**config.mk**
```make
export PLATFORM = sky130hd
export DESIGN_NAME = serial_word_comparator_flat
export DESIGN_NICKNAME = d
export VERILOG_FILES = /design/src/rtl/serial_word_comparator_if.sv /design/src/rtl/serial_word_comparator.sv /design/src/flat_wrapper.sv
export SDC_FILE = /design/constraint.sdc
export NUM_CORES = 1
export LEC_CHECK = 0
export BUFFER_PORTS_ARGS = -buffer_cell sky130_fd_sc_hd__buf_2
export CAP_MARGIN = 20
export CORE_UTILIZATION = 38
export CTS_CLUSTER_DIAMETER = 100
export DETAILED_ROUTE_END_ITERATION = 8
export GPL_TIMING_DRIVEN = 0
export PLACE_DENSITY = 0.65
export RECOVER_POWER = 100
export REMOVE_ABC_BUFFERS = 1
export SLEW_MARGIN = 20
export SYNTH_ARGS = -nofsm -noshare
export SYNTH_HDL_FRONTEND = slang
export SYNTH_SLANG_ARGS = --single-unit
```
**constraint.sdc**
```tcl
create_clock -name clk -period 1.78 [get_ports clk]
set_input_delay 0 -clock clk [delete_from_list [all_inputs] [get_ports clk]]
set_output_delay 0 -clock clk [all_outputs]
set_load 0.1 [all_outputs]
```
**src/rtl/serial_word_comparator_if.sv**
```systemverilog
// Bus bundle for serial_word_comparator: frame control, serial operand bits
// and the registered frame verdicts.
//
// Handshake: start is honoured only while the comparator is idle (busy=0);
// bit_valid qualifies x/y as the next MSB-first frame bit and is honoured only
// while a frame is running; done pulses for one cycle when the results are
// valid. There is no back-pressure: an accepted bit is consumed on that edge.
interface serial_word_comparator_if #(
  parameter int WIDTH = 8
) ();
  localparam int CW = $clog2(WIDTH + 1);

  logic          start;
  logic          bit_valid;
  logic          x;
  logic          y;
  logic          busy;
  logic          done;
  logic          eq;
  logic          gt;
  logic          lt;
  logic [CW-1:0] mismatch_cnt;

  // Producer side: drives frame control and operand bits.
  modport master (
    output start, bit_valid, x, y,
    input  busy, done, eq, gt, lt, mismatch_cnt
  );

  // Comparator side.
  modport slave (
    input  start, bit_valid, x, y,
    output busy, done, eq, gt, lt, mismatch_cnt
  );
endinterface

```
**src/rtl/serial_word_comparator.sv**
```systemverilog
// Frame-level magnitude/equality comparator for two MSB-first serial streams.
// The first differing bit fixes the ordering; every differing bit is counted.
// All outputs are registered; state_dbg exposes the FSM state.
module serial_word_comparator #(
  parameter int WIDTH = 8
) (
  input  logic                     clk,
  input  logic                     rst,
  serial_word_comparator_if.slave  bus,
  output logic [1:0]               state_dbg
);
  localparam int CW = $clog2(WIDTH + 1);
  localparam int BW = $clog2(WIDTH);
  localparam logic [BW-1:0] LAST_BIT = BW'(WIDTH - 1);

  typedef enum logic [1:0] {
    IDLE = 2'd0,
    RUN  = 2'd1,
    DONE = 2'd2
  } state_t;

  state_t        state;
  logic [BW-1:0] bit_cnt;
  logic [CW-1:0] run_mm;
  logic          decided;
  logic          a_gt;

  logic          diff;
  logic [CW-1:0] mm_next;
  logic          decided_next;
  logic          a_gt_next;

  assign state_dbg = state;

  // Effect of accepting the current bit pair: running count and first-difference latch.
  always_comb begin
    diff         = bus.x ^ bus.y;
    mm_next      = run_mm + CW'(diff);
    decided_next = decided | diff;
    a_gt_next    = decided ? a_gt : (bus.x & ~bus.y);
  end

  // Frame FSM with registered handshake outputs and verdicts.
  always_ff @(posedge clk or posedge rst) begin
    if (rst) begin
      state            <= IDLE;
      bit_cnt          <= '0;
      run_mm           <= '0;
      decided          <= 1'b0;
      a_gt             <= 1'b0;
      bus.busy         <= 1'b0;
      bus.done         <= 1'b0;
      bus.eq           <= 1'b0;
      bus.gt           <= 1'b0;
      bus.lt           <= 1'b0;
      bus.mismatch_cnt <= '0;
    end else begin
      case (state)
        IDLE: begin
          bus.done <= 1'b0;
          if (bus.start) begin
            state            <= RUN;
            bus.busy         <= 1'b1;
            bit_cnt          <= '0;
            run_mm           <= '0;
            decided          <= 1'b0;
            a_gt             <= 1'b0;
            bus.eq           <= 1'b0;
            bus.gt           <= 1'b0;
            bus.lt           <= 1'b0;
            bus.mismatch_cnt <= '0;
          end
        end
        RUN: begin
          // bit_valid low is a stall: everything holds.
          if (bus.bit_valid) begin
            run_mm  <= mm_next;
            decided <= decided_next;
            a_gt    <= a_gt_next;
            if (bit_cnt == LAST_BIT) begin
              // Last bit: publish verdicts computed including this bit.
              state            <= DONE;
              bus.done         <= 1'b1;
              bus.eq           <= ~decided_next;
              bus.gt           <= decided_next & a_gt_next;
              bus.lt           <= decided_next & ~a_gt_next;
              bus.mismatch_cnt <= mm_next;
            end else begin
              bit_cnt <= bit_cnt + 1'b1;
            end
          end
        end
        DONE: begin
          state    <= IDLE;
          bus.done <= 1'b0;
          bus.busy <= 1'b0;
        end
        default: begin
          state    <= IDLE;
          bus.done <= 1'b0;
          bus.busy <= 1'b0;
        end
      endcase
    end
  end
endmodule

```
**src/flat_wrapper.sv**
```systemverilog
// flat-port wrapper written by rule: the top's interface ports become plain ports
module serial_word_comparator_flat 
#(
  parameter int WIDTH = 8
)
  (clk, rst, state_dbg, bus_start, bus_bit_valid, bus_x, bus_y, bus_busy, bus_done, bus_eq, bus_gt, bus_lt, bus_mismatch_cnt);
  serial_word_comparator_if #(.WIDTH(WIDTH)) bus_i ();
  input  logic clk;
  input  logic rst;
  output logic [1:0] state_dbg;
  input wire logic [$bits(bus_i.start)-1:0] bus_start;
  input wire logic [$bits(bus_i.bit_valid)-1:0] bus_bit_valid;
  input wire logic [$bits(bus_i.x)-1:0] bus_x;
  input wire logic [$bits(bus_i.y)-1:0] bus_y;
  output wire logic [$bits(bus_i.busy)-1:0] bus_busy;
  output wire logic [$bits(bus_i.done)-1:0] bus_done;
  output wire logic [$bits(bus_i.eq)-1:0] bus_eq;
  output wire logic [$bits(bus_i.gt)-1:0] bus_gt;
  output wire logic [$bits(bus_i.lt)-1:0] bus_lt;
  output wire logic [$bits(bus_i.mismatch_cnt)-1:0] bus_mismatch_cnt;
  assign bus_i.start = bus_start;
  assign bus_i.bit_valid = bus_bit_valid;
  assign bus_i.x = bus_x;
  assign bus_i.y = bus_y;
  assign bus_busy = bus_i.busy;
  assign bus_done = bus_i.done;
  assign bus_eq = bus_i.eq;
  assign bus_gt = bus_i.gt;
  assign bus_lt = bus_i.lt;
  assign bus_mismatch_cnt = bus_i.mismatch_cnt;
  serial_word_comparator #(.WIDTH(WIDTH)) u_core (.clk(clk), .rst(rst), .bus(bus_i), .state_dbg(state_dbg));
endmodule
```
==> summary.txt <==
Status
  – Status: finished, final reports clean

STA
  – Endpoints failing setup: 0
  – Final hold vios: 0
  – Worst-Margin Slew: 1154 ps
  – Worst slew margin: 23.39%
  – FMAX: 592.3 MHz
  – Tcrit/Tclk final: 94.85%
  – Crit path time final: 1688 ps
  – Pins over their slew limit: 0
  – Clk_skew: 12.16 ps

Layout
  – Most common cell after layout, fill and taps aside: dfrtp_1
  – Most frequent cells in the layout: dfrtp_1, clkbuf_2, inv_1
  – Fin util: 46.98%
  – Ant diodes: 0
  – Fin nets: 124
  – Layout area overhead: 12.22%
  – Fraction of layout cells with a size suffix above 1: 23.01%

Detailed routing
  – Final WL: 2053 microns
  – DRT Pass-1 Iters: 4
  – Drt via density: 5.203
  – Drt initial violations: 10
  – Wirelength per Cell: 14.36 microns
  – Detail Route Antenna Nets: 0
  – DRC Markers: 0
  – Total number of vias: 744

Worst setup path
  – Largest stage delay, worst path: 420 ps
  – Crit. End Element: register
  – Setup crit start kind: register
  – Crit-path max FO: 4
  – CP Data Required Time: 2020 ps
  – Worst Path Class, Setup: register to register
  – Arrival time worst endpoint: 1920 ps
  – Worst path cell trace: ha_1 -> ha_2 -> nand3b_1 -> a21oi_4 -> clkbuf_1 -> mux2i_1
  – CP max stage cell: dfrtp_1

Job
  – Max-capacitance violation count: 0

Logic synthesis
  – Post-synthesis cell area: 1075 sq um
  – Cell accounting for the most synthesized area: dfrtp_1
  – Avg Inst Size Synth: 11.43 sq um
  – Post-synth EDFFs: 0
  – Syn. warnings: 0
  – Syn Inst Count: 94
  – Number of library cell types mapped by synthesis: 29
  – Top_reg_cell synth: dfrtp_1
  – Top cell type's share of synthesized area: 46.57%
  – Register bit total from synthesis: 20
  – Leading post-synthesis cells by cell area: dfrtp_1, mux2_4, a22o_1
  – Post-synthesis sequential area ratio: 46.57%
  – Async set-or-reset flop fraction in the synthesized netlist: 100.0%

Clock tree
  – Reg clk slew, reported paths: 120 ps
  – Clock latency on the worst-skew pair: 310 ps
  – Clock buffers created by TritonCTS: 3
  – Clock sink count: 20
  – Root Buffer: clkbuf_4
  – H-tree Lvls: 1
  – CTS tree: done
  – CTS max path bufs: 2

Die
  – Die area: 3045 sq um
  – Row Count: 18
  – CORE AREA: 2567 sq um
  – IO Count: 17
  – Die Span Y: 55.18 microns
  – Initial Util: 41.86%
  – Width of the die: 55.18 microns

Global routing
  – Tot GR Track Use: 15.92%
  – Initial antenna violation count: 0
  – Remaining global-route overflow: 0
  – Vias in the first global route: 700
  – Largest net degree at the start of global routing: 21
  – Global-route wire length before repair: 3325 microns

Place
  – GPL Wtd Cong: 0.7386
  – Dpl hpwl: 1377 microns
  – # port buffers: 16

Min path
  – Worst hold path type: input port to register
layer usage:
metal  vias to the layer above  global-route usage, %  share of wire [%]
met1                       362                  22.11                 50
met2                        17                  25.30                 46
met3                         2                  4.098                3.6
met4                         0                  2.500               0.49
met5                         -                      0                  0
li1                        363                      -                  -
logic make-up after synthesis:
logic type / after synthesis / synth area share [%]
compound gates: 16 / 11.29
flops: 20 / 46.57
simple gates: 29 / 15.95
fa+ha+maj: 4 / 4.657
xor+xnor: 2 / 1.630
buf+inv: 12 / 6.985
mux: 11 / 12.92
stage by stage:
step,cell area [sq um],worst slack (ps),std cells,hold slack [ps],TNS (ps)
final,1206,91.66,143,70.58,0
after global routing,1206,-14.79,143,72.88,-14.79
after CTS,1221,12.39,142,63.37,0
after detailed placement,1147,25.32,136,178.7,0
after global placement,1147,55.73,136,169.2,0
after floorplan,1030,-316.2,90,-36.17,-2426
synthesized netlist by cell type (3+ instances only):
cell / count
nor2_1: 5
nand2b_1: 3
nand2_1: 5
inv_1: 8
dfrtp_1: 20
mux2_4: 5
a22o_1: 6
mux2_2: 3
buf_6: 4
nor2b_1: 5
ha_1: 4
mux2i_1: 3
path summary, 6_finish.rpt:
| kind | startpoint | to | slack (ps) | cells past startpoint |
|---|---|---|---|---|
| max reg2reg | u_core.bit_cnt[0] | u_core.bit_cnt[2] | 90 | 6 |
| max in group asynchronous | rst | u_core.bus.mismatch_cnt[1] | 960 | 3 |
| min | bus_bit_valid | u_core.state_dbg[1] | 70 | 2 |
| min in group asynchronous | rst | u_core.bus.gt | 350 | 3 |
| min reg2reg | u_core.bus.gt | u_core.bus.gt | 510 | 1 |
| max | u_core.bit_cnt[0] | u_core.bit_cnt[2] | 90 | 6 |
final cells by class:
| class | count | area, sq um |
|---|---|---|
| sequential | 20 | 500.5 |
| timing repair buffer | 19 | 102.6 |
| tap | 30 | 37.54 |
| fill | 257 | 1361 |
| multi-input combinational | 62 | 483.0 |
| clock buffer | 3 | 22.52 |
| inverter | 8 | 30.03 |
| clock inverter | 1 | 30.03 |
sequential cells by signal, summed over array words and instances, names as in the netlist:
| name | cells |
|---|---|
| u_core.bus.busy | 1 |
| u_core.run_mm | 4 |
| u_core.decided | 1 |
| u_core.bus.lt | 1 |
| u_core.state_dbg | 2 |
| u_core.bus.mismatch_cnt | 4 |
| u_core.bus.eq | 1 |
| u_core.bus.done | 1 |
| u_core.bus.gt | 1 |
| u_core.bit_cnt | 3 |
| u_core.a_gt | 1 |
critical path, delay by kind of cell, from the launching register on:
kind                       cells  cell delay (ps)
AOI/OAI and AO/OA              1              170
adders and majority gates      2              420
and+or+nand+nor                1              200
buffers and inverters          1              190
muxes                          1              220
DFF                            1              420
repair_timing:
item                       CTS  global route
pin swaps                    0             1
hold endpoints to repair    21             0
resized for setup            1             2
buffers inserted             0             1
setup endpoints to repair    5             1
hold buffers                 2             0
cloned                       0             0
Power is not shown: default switching activity piles up to over one toggle a cycle in this logic, so the estimate is an artifact.
